`config.mk`:
```
export PLATFORM = sky130hd
export DESIGN_NAME = upsample_stream
export DESIGN_NICKNAME = d
export VERILOG_FILES = /design/src/rtl/upsample_pkg.sv /design/src/rtl/upsample_stream.sv
export SDC_FILE = /design/constraint.sdc
export NUM_CORES = 1
export LEC_CHECK = 0
export ABC_AREA = 1
export BUFFER_PORTS_ARGS = -buffer_cell sky130_fd_sc_hd__buf_2
export CAP_MARGIN = 10
export CORE_AREA = 2 2 88 90
export CTS_BUF_LIST = sky130_fd_sc_hd__clkbuf_4 sky130_fd_sc_hd__clkbuf_8 sky130_fd_sc_hd__clkbuf_16
export DETAILED_ROUTE_END_ITERATION = 8
export DIE_AREA = 0 0 90 92
export HOLD_SLACK_MARGIN = 0.02
export PLACE_DENSITY = 0.74
export RECOVER_POWER = 25
export SYNTH_ARGS = -nofsm -noshare
export SYNTH_HDL_FRONTEND = slang
export SYNTH_SLANG_ARGS = --single-unit
```
`constraint.sdc`:
```
create_clock -name clk -period 2 [get_ports clk]
set_input_delay 0.1 -clock clk [delete_from_list [all_inputs] [get_ports clk]]
set_output_delay 0.1 -clock clk [all_outputs]
set_load 0.02 [all_outputs]
```
`src/rtl/upsample_pkg.sv`:
```
// upsample_pkg: definitions shared by the upsampler and the pulse-shaping FIR.
//   state_e       - upsampler FSM encoding (IDLE waits for a frame, EMIT streams L beats)
//   DEFAULT_*     - default sample geometry (I/Q, 16-bit) shared with the FIR
//   clamp_factor  - maps a raw runtime factor onto the supported range 1..max_f
package upsample_pkg;

  localparam int DEFAULT_SAMPLE_WIDTH = 16;
  localparam int DEFAULT_CHANNELS     = 2;

  typedef enum logic {
    ST_IDLE = 1'b0,
    ST_EMIT = 1'b1
  } state_e;

  // A factor of 0 is meaningless, so it behaves as 1 (pass-through);
  // anything above the supported maximum saturates.
  function automatic int unsigned clamp_factor(input int unsigned f, input int unsigned max_f);
    if (f == 0) begin
      return 1;
    end else if (f > max_f) begin
      return max_f;
    end else begin
      return f;
    end
  endfunction

endpackage

```
`src/rtl/upsample_stream.sv`:
```
// upsample_stream: multi-channel integer upsampler with runtime factor L.
// Each accepted input frame produces L output frames; phase 0 carries the
// real sample, phases 1..L-1 carry zeros (zero-stuff) or a copy (hold).
// Ports:
//   clk, rst              - clock, synchronous active-high reset
//   cfg_factor, cfg_hold  - factor L and mode, sampled at input acceptance
//   s_valid/s_ready/s_data          - input frame stream (channel 0 in LSBs)
//   m_valid/m_ready/m_data/m_first  - output frame stream, m_first on phase 0
//   underrun, clr_underrun          - sticky starvation flag and its clear
module upsample_stream
  import upsample_pkg::*;
#(
  parameter int SAMPLE_WIDTH = DEFAULT_SAMPLE_WIDTH,
  parameter int CHANNELS     = DEFAULT_CHANNELS,
  parameter int MAX_FACTOR   = 16,
  parameter int FACTOR_W     = $clog2(MAX_FACTOR + 1)
) (
  input  logic                             clk,
  input  logic                             rst,
  input  logic [FACTOR_W-1:0]              cfg_factor,
  input  logic                             cfg_hold,
  input  logic                             s_valid,
  output logic                             s_ready,
  input  logic [CHANNELS*SAMPLE_WIDTH-1:0] s_data,
  output logic                             m_valid,
  input  logic                             m_ready,
  output logic [CHANNELS*SAMPLE_WIDTH-1:0] m_data,
  output logic                             m_first,
  output logic                             underrun,
  input  logic                             clr_underrun
);

  localparam int DATA_W = CHANNELS * SAMPLE_WIDTH;

  state_e              state_q;
  logic [FACTOR_W-1:0] phase_q;
  logic [FACTOR_W-1:0] factor_q;
  logic                hold_q;
  logic [DATA_W-1:0]   held_q;
  logic                m_valid_q;
  logic [DATA_W-1:0]   m_data_q;
  logic                m_first_q;
  logic                underrun_q;
  logic                armed_q;

  logic [FACTOR_W-1:0] factor_d;
  logic [DATA_W-1:0]   fill_data_d;
  logic                last_phase;
  logic                in_hs;
  logic                out_hs;

  assign factor_d   = FACTOR_W'(clamp_factor(32'(cfg_factor), 32'(MAX_FACTOR)));
  assign last_phase = (phase_q == factor_q - FACTOR_W'(1));
  assign out_hs     = m_valid_q && m_ready;

  // Accepting on the last beat of a burst lets the next burst start
  // without an idle cycle on the output.
  assign s_ready = !rst && ((state_q == ST_IDLE) || (out_hs && last_phase));
  assign in_hs   = s_valid && s_ready;

  // Data for phases 1..L-1: each channel is either the held sample or zero.
  for (genvar gi = 0; gi < CHANNELS; gi++) begin : g_fill
    assign fill_data_d[gi*SAMPLE_WIDTH +: SAMPLE_WIDTH] =
      hold_q ? held_q[gi*SAMPLE_WIDTH +: SAMPLE_WIDTH] : '0;
  end

  always_ff @(posedge clk) begin
    if (rst) begin
      state_q    <= ST_IDLE;
      phase_q    <= '0;
      factor_q   <= FACTOR_W'(1);
      hold_q     <= 1'b0;
      held_q     <= '0;
      m_valid_q  <= 1'b0;
      m_data_q   <= '0;
      m_first_q  <= 1'b0;
      underrun_q <= 1'b0;
      armed_q    <= 1'b0;
    end else begin
      // Clear has priority over a set in the same cycle.
      if (clr_underrun) begin
        underrun_q <= 1'b0;
      end else if (armed_q && (state_q == ST_IDLE) && m_ready) begin
        underrun_q <= 1'b1;
      end

      if (in_hs) begin
        // New frame: from IDLE, or chained onto the final beat of a burst.
        armed_q   <= 1'b1;
        held_q    <= s_data;
        factor_q  <= factor_d;
        hold_q    <= cfg_hold;
        phase_q   <= '0;
        state_q   <= ST_EMIT;
        m_valid_q <= 1'b1;
        m_data_q  <= s_data;
        m_first_q <= 1'b1;
      end else if (out_hs) begin
        if (!last_phase) begin
          phase_q   <= phase_q + FACTOR_W'(1);
          m_data_q  <= fill_data_d;
          m_first_q <= 1'b0;
        end else begin
          state_q   <= ST_IDLE;
          phase_q   <= '0;
          m_valid_q <= 1'b0;
          m_data_q  <= '0;
          m_first_q <= 1'b0;
        end
      end
    end
  end

  assign m_valid  = m_valid_q;
  assign m_data   = m_data_q;
  assign m_first  = m_first_q;
  assign underrun = underrun_q;

endmodule

```
==> impl_metrics.env, run 1 <==
export IMPL_p_leak_nw=2.11
export IMPL_grt_max_degree=43
export IMPL_place_congestion=0.814
export IMPL_holdWs_ns=0.0224
export IMPL_ys_seq_area_share_pct=46.1
export IMPL_drt_iter0_drc=260
export IMPL_powerDensity_mw_per_mm2=820
export IMPL_grt_pass1_wl_mm=14.4
export IMPL_synthToLayoutAreaGrowth_pct=30.1
export IMPL_drv_slew=0
export IMPL_cp_max_fo=8
export IMPL_seqCellArea_mm2=0.00158
export IMPL_status="complete, no violations"
export IMPL_yosys_top_cells_area="dfxtp_1 46%, nand2_1 17%, nor2_1 11%, nand4_1 6.0%, nand3_1 6.0%"
export IMPL_final_cells=701
export IMPL_initial_core_util_pct=46.1
export IMPL_design_area_mm2=0.00447
export IMPL_finish_utilization_pct=60.0
export IMPL_fmax_mhz=500
export IMPL_worstPathRequired_ns=2.23
export IMPL_r2r_end="m_data[26]"
export IMPL_clockBufferDepth=2
export IMPL_drtPass1Iterations=4
export IMPL_die_height_um=92
export IMPL_num_rows=32
export IMPL_endpoint="m_data[26]"
export IMPL_ff2ff_path_depth=16
export IMPL_ys_seq_elements=79
export IMPL_synth_cell_type_count=28
export IMPL_drt_total_wl_mm=9.09
export IMPL_irDropWorstVdd_mv=0.398
export IMPL_cts_sinks=79
export IMPL_dieArea_mm2=0.00828
export IMPL_track_usage_pct=21.4
export IMPL_htree_levels=3
export IMPL_clock_latency_ns=0.36
export IMPL_netlist_instances=501
export IMPL_n_antenna_cell=0
export IMPL_rsz0062_at_grt="yes"
export IMPL_dp_final_hpwl_mm=5.71
export IMPL_hold_path_class="input pin to flop"
export IMPL_min_period_ns=2.00
export IMPL_multi_input_area_mm2=0.00173
export IMPL_syn_nets=546
export IMPL_fill_cells=699
export IMPL_maxCapViolations=0
export IMPL_place_inst=665
export IMPL_critPathKind="flop to flop"
export IMPL_drive_above_1_share_pct=22.0
export IMPL_hold_path_cell_count=3
export IMPL_worstPathArrival_ns=2.23
export IMPL_finalWorstSetupSlack_ns=0.000131
export IMPL_vias=3503
export IMPL_ios=79
export IMPL_numPortBuffers=78
export IMPL_postRouteAntennaNets=0
export IMPL_first_global_vias=3232
export IMPL_fin_skew_ns=0.0112
export IMPL_startpoint="factor_q[0]"
export IMPL_clkTransAtPathRegs_ns=0.09
export IMPL_nets=639
export IMPL_cts_tree="yes"
export IMPL_cp_end_kind="flop"
export IMPL_cp_start_kind="flop"
export IMPL_antenna_found_initial=0
export IMPL_numCtsBuffers=9
export IMPL_hold_viol_final=0
export IMPL_pre_cts_slack_ns=-0.0818
export IMPL_core_mm2=0.00745
export IMPL_syn_area_mm2=0.00343
export IMPL_overflow=0
export IMPL_routedWlPerCell_um=13.0
export IMPL_drc=0
export IMPL_cts_root_buffer_cell="clkbuf_8"
export IMPL_finalCritPeriodShare_pct=100
export IMPL_tightest_slew_ns=0.430
export IMPL_r2r_start="factor_q[0]"
export IMPL_tns_ns=0
export IMPL_yosys_warnings=0
export IMPL_yosys_area_top_type="dfxtp_1"
export IMPL_synth_avg_cell_area_um2=6.85
export IMPL_synth_top_area_share_pct=46.1
export IMPL_setup_violations=0
export IMPL_die_x_um=90
export IMPL_r2r_slack_ns=0.0001
export IMPL_placed_area_mm2=0.00396
export IMPL_total_power_mw=3.67
export IMPL_final_cell_mix="154 x nand2_1, 101 x nor2_1, 77 x dfxtp_1"
export IMPL_layout_commonest_cell="nand2_1"
export IMPL_post_drt_via_cell_ratio=5.00
export IMPL_maxSlewHeadroom_pct=71.3
==> how the worst min path moves through the flow <==
stage | to | slack [ns] | start
after floorplan | underrun | 0.17 | clr_underrun
after global placement | underrun | 0.26 | clr_underrun
after detailed placement | underrun | 0.27 | clr_underrun
after CTS | held_q[17] | 0.02 | s_data[17]
after global routing | held_q[8] | 0.03 | s_data[8]
final | held_q[29] | 0.02 | s_data[29]
==> flip-flops by register name (all words and copies together) (netlist names) <==
signal and count:
held_q 32, m_data 32, factor_q 5, phase_q 5
armed_q 1, hold_q 1, m_first 1, m_valid 1
underrun 1
==> critical path, cell delays in order (launching register included) <==
cell	delay [ns]
dfxtp_2	0.33
inv_2	0.05
ha_4	0.26
inv_2	0.03
nand2_2	0.04
nand2_1	0.05
nor2_1	0.09
nand2_1	0.07
nor2_2	0.10
nand3_2	0.10
nand2_2	0.12
nand3_4	0.16
buf_4	0.21
nand2_8	0.09
nor2_1	0.05
nor2_1	0.08
nor2_1	0.05
==> where the power goes <==
| group | total (mW) | switching (mW) | internal (mW) |
|---|---|---|---|
| Sequential | 1.72 | 0.0522 | 1.67 |
| Clock | 1.34 | 0.589 | 0.751 |
| Combinational | 0.603 | 0.369 | 0.234 |
==> cell usage after synthesis <==
library cell,number
a211oi_1,1
a21oi_1,7
a31oi_1,1
and2_1,1
buf_1,5
buf_2,7
buf_4,3
buf_6,1
clkbuf_1,15
dfxtp_1,79
ha_1,2
inv_1,19
inv_2,5
nand2_1,156
nand2_2,1
nand2_4,1
nand3_1,41
nand3_2,1
nand3_4,1
nand3b_1,1
nand4_1,33
nor2_1,103
nor2_2,1
nor3_1,6
o21a_1,1
o21ai_0,5
o22ai_1,1
xor2_1,3
==> kinds of logic (layout without fill, tap and decap cells) <==
logic type               Yosys count  after routing  synth area share [%]
buffers and inverters             55            151                  6.81
adder cells (fa/ha/maj)            2              2                 0.729
AND/OR/NAND/NOR                  346            348                  43.1
flip-flops                        79             79                  46.1
XOR/XNOR                           3              3                 0.765
AO/OA/AOI/OAI                     16             16                  2.55
==> what timing repair did <==
action | in CTS | in global routing
hold buffers | 9 | 0
resized for setup | 11 | 21
hold endpoints to repair | 9 | 0
gates cloned | 0 | 2
setup endpoints to repair | 42 | 56
pin swaps | 2 | 9
buffers inserted | 0 | 9
==> final cells by class <==
cell class                      instances  area share [%]
Clock buffer                           11            3.25
Clock inverter                          5            1.82
Inverter                               24            2.02
Multi-Input combinational cell        369            38.8
Sequential cell                        79            35.5
Tap cell                              102            2.86
Timing Repair Buffer                  111            15.8
==> layer usage <==
layer	vias to the layer above	track usage [%]	part of all wire, %
met5	-	0	0
met4	0	9.23	3.0
met3	22	5.09	5.5
met2	98	37.0	49
met1	1593	25.5	43
li1	1790	-	-
Power figures use the tool's default switching activity.
==> run 2, diff against run 1 <==
--- a/config.mk
+++ b/config.mk
@@ -8,10 +8,10 @@
 export ABC_AREA = 1
 export BUFFER_PORTS_ARGS = -buffer_cell sky130_fd_sc_hd__buf_2
 export CAP_MARGIN = 10
-export CORE_AREA = 2 2 88 90
+export CORE_AREA = 2 2 86 88
 export CTS_BUF_LIST = sky130_fd_sc_hd__clkbuf_4 sky130_fd_sc_hd__clkbuf_8 sky130_fd_sc_hd__clkbuf_16
 export DETAILED_ROUTE_END_ITERATION = 8
-export DIE_AREA = 0 0 90 92
+export DIE_AREA = 0 0 88 90
 export HOLD_SLACK_MARGIN = 0.02
 export PLACE_DENSITY = 0.74
 export RECOVER_POWER = 25
==> constraint.sdc (replaced) <==
create_clock -name clk -period 2.35 [get_ports clk]
set_input_delay 0.1175 -clock clk [delete_from_list [all_inputs] [get_ports clk]]
set_output_delay 0.1175 -clock clk [all_outputs]
set_load 0.02 [all_outputs]
==> run 2 against run 1 <==
Against the previous run: clock power down 18%; worst hold slack better by 0.013 ns; final area down 8.5%; combinational power down 30%; critical path depth is 2 lower; critical path type unchanged; critical endpoint is now m_data[1].
==> impl_metrics.env, run 2 (synthesis results as in run 1) <==
export IMPL_crit_chain="inv_2 -> ha_1 -> nand2_1 -> nand2_1 -> nor2_1 -> nand2_1 -> nor2_2 -> nand3_2 -> nand2_2 -> nand3_4 -> nand2_4 -> nor2_1 -> nor2_1 -> nor2_1"
export IMPL_cp_common_cell="nor2_1"
export IMPL_layout_commonest_cell="nand2_1"
export IMPL_clockBufferDepth=2
export IMPL_ios=79
export IMPL_setup_violations=0
export IMPL_drt_total_wl_mm=8.36
export IMPL_grt_pass1_wl_mm=14.4
export IMPL_track_usage_pct=22.6
export IMPL_use_met1_pct=29.8
export IMPL_finalWorstSetupSlack_ns=0.247
export IMPL_worstPathArrival_ns=2.32
export IMPL_clkPwrFrac_pct=36.9
export IMPL_n_antenna_cell=0
export IMPL_fill_cells=681
export IMPL_tns_ns=0
export IMPL_clock_latency_ns=0.34
export IMPL_die_height_um=90
export IMPL_vias=3405
export IMPL_p_leak_nw=1.91
export IMPL_hold_viol_final=0
export IMPL_dp_final_hpwl_mm=5.45
export IMPL_place_congestion=0.863
export IMPL_drtPass1Iterations=4
export IMPL_dieArea_mm2=0.00792
export IMPL_maxCapViolations=0
export IMPL_place_inst=654
export IMPL_drive_above_1_share_pct=14.8
export IMPL_post_drt_via_cell_ratio=5.06
export IMPL_drv_slew=0
export IMPL_pre_cts_slack_ns=0.256
export IMPL_critPathKind="flop to flop"
export IMPL_p_comb_share_pct=14.0
export IMPL_p_seq_share_pct=49.0
export IMPL_cp_end_kind="flop"
export IMPL_slowest_stage="dfxtp_1"
export IMPL_swShare_pct=27.7
export IMPL_grt_max_degree=63
export IMPL_power_switching_mw=0.827
export IMPL_final_cells=673
export IMPL_tightest_slew_ns=0.948
export IMPL_numPortBuffers=78
export IMPL_worstPathRequired_ns=2.57
export IMPL_clkTransAtPathRegs_ns=0.08
export IMPL_powerDensity_mw_per_mm2=730
export IMPL_met2_usage_pct=36.2
export IMPL_maxSlewHeadroom_pct=36.8
export IMPL_cp_max_fo=31
export IMPL_irDropWorstVdd_mv=0.391
export IMPL_cts_root_buffer_cell="clkbuf_8"
export IMPL_antenna_found_initial=0
export IMPL_synthToLayoutAreaGrowth_pct=19.1
export IMPL_intPower_mw=2.16
export IMPL_postRouteAntennaNets=0
export IMPL_final_cell_mix="156 x nand2_1, 103 x nor2_1, 79 x dfxtp_1"
export IMPL_cp_start_kind="flop"
export IMPL_routedWlPerCell_um=12.4
export IMPL_numCtsBuffers=9
export IMPL_use_met3_pct=3.86
export IMPL_hold_path_class="input pin to flop"
export IMPL_num_rows=31
export IMPL_cts_sinks=79
export IMPL_total_power_mw=2.99
export IMPL_core_mm2=0.00702
export IMPL_finalCritPeriodShare_pct=89.5
export IMPL_cpLargestDelayFamily="simple AND/OR/NAND/NOR gates"
export IMPL_top_usage_layer="met2"
export IMPL_cts_tree="yes"
export IMPL_overflow=0
export IMPL_first_global_vias=3197
export IMPL_drc=0
export IMPL_drt_iter0_drc=175
export IMPL_nets=614
export IMPL_rsz0062_at_grt="no"
export IMPL_status="complete, no violations"
export IMPL_fmax_mhz=476
export IMPL_fin_skew_ns=0.00993
export IMPL_min_period_ns=2.10
export IMPL_htree_levels=3
export IMPL_die_x_um=88
export IMPL_timing_critical_path_buf_inv=1
export IMPL_initial_core_util_pct=48.9
export IMPL_critPathMaxStageDelay_ns=0.36
-- run 2: final timing paths --
kind / startpoint / endpoint / slack (ns) / cells past startpoint
hold reg to reg: underrun / underrun / 0.46 / 2
hold / removal: cfg_factor[2] / factor_q[2] / 0.04 / 3
setup reg to reg: factor_q[0] / m_data[1] / 0.25 / 14
setup / recovery: factor_q[0] / m_data[1] / 0.25 / 14
-- run 2: what timing repair did --
| item | in CTS | in global routing |
|---|---|---|
| buffers inserted | 0 | 0 |
| hold endpoints to repair | 3 | 0 |
| resized for setup | 0 | 1 |
| hold buffers | 3 | 0 |
| setup endpoints to repair | 0 | 2 |
-- run 2: power groups by stage --
stage	Sequential, mW	Combinational (mW)	Clock (mW)
3_5_place_dp	1.49	0.421	0
2_1_floorplan	1.53	0.256	0
6_report	1.46	0.420	1.10
4_1_cts	1.46	0.428	1.12
5_1_grt	1.48	0.474	1.18
3_3_place_gp	1.49	0.415	0
-- run 2: per-stage QoR --
stage / hold slack [ns] / util [%] / cell area, um2
2_1_floorplan: 0.190 / - / 3430
3_3_place_gp: 0.277 / 55.1 / 3870
3_5_place_dp: 0.282 / 55.1 / 3870
4_1_cts: 0.0243 / 58.7 / 4120
5_1_grt: 0.0451 / 58.3 / 4090
6_report: 0.0357 / 58.3 / 4090
-- run 2: tightest hold or removal path, cell delays in order --
cell and delay (ns):
buf_2 0.09, nand3_1 0.06, o21ai_0 0.07
-- run 2: layout make-up --
class / instances / area [um2] / area share, %
clock inverters: 7 / 95.1 / 2.32
flip-flops and latches: 79 / 1580 / 38.7
repair buffers: 88 / 443 / 10.8
clock buffers: 9 / 124 / 3.03
well taps: 99 / 124 / 3.03
multi-input cells: 367 / 1630 / 39.9
inverters: 24 / 90.1 / 2.20
-- run 2: layer usage --
layer  share of wire [%]  routed length, um
met5                   0                  0
met4                 2.0                167
met3                 5.7                474
met2                  48               4000
met1                  44               3720
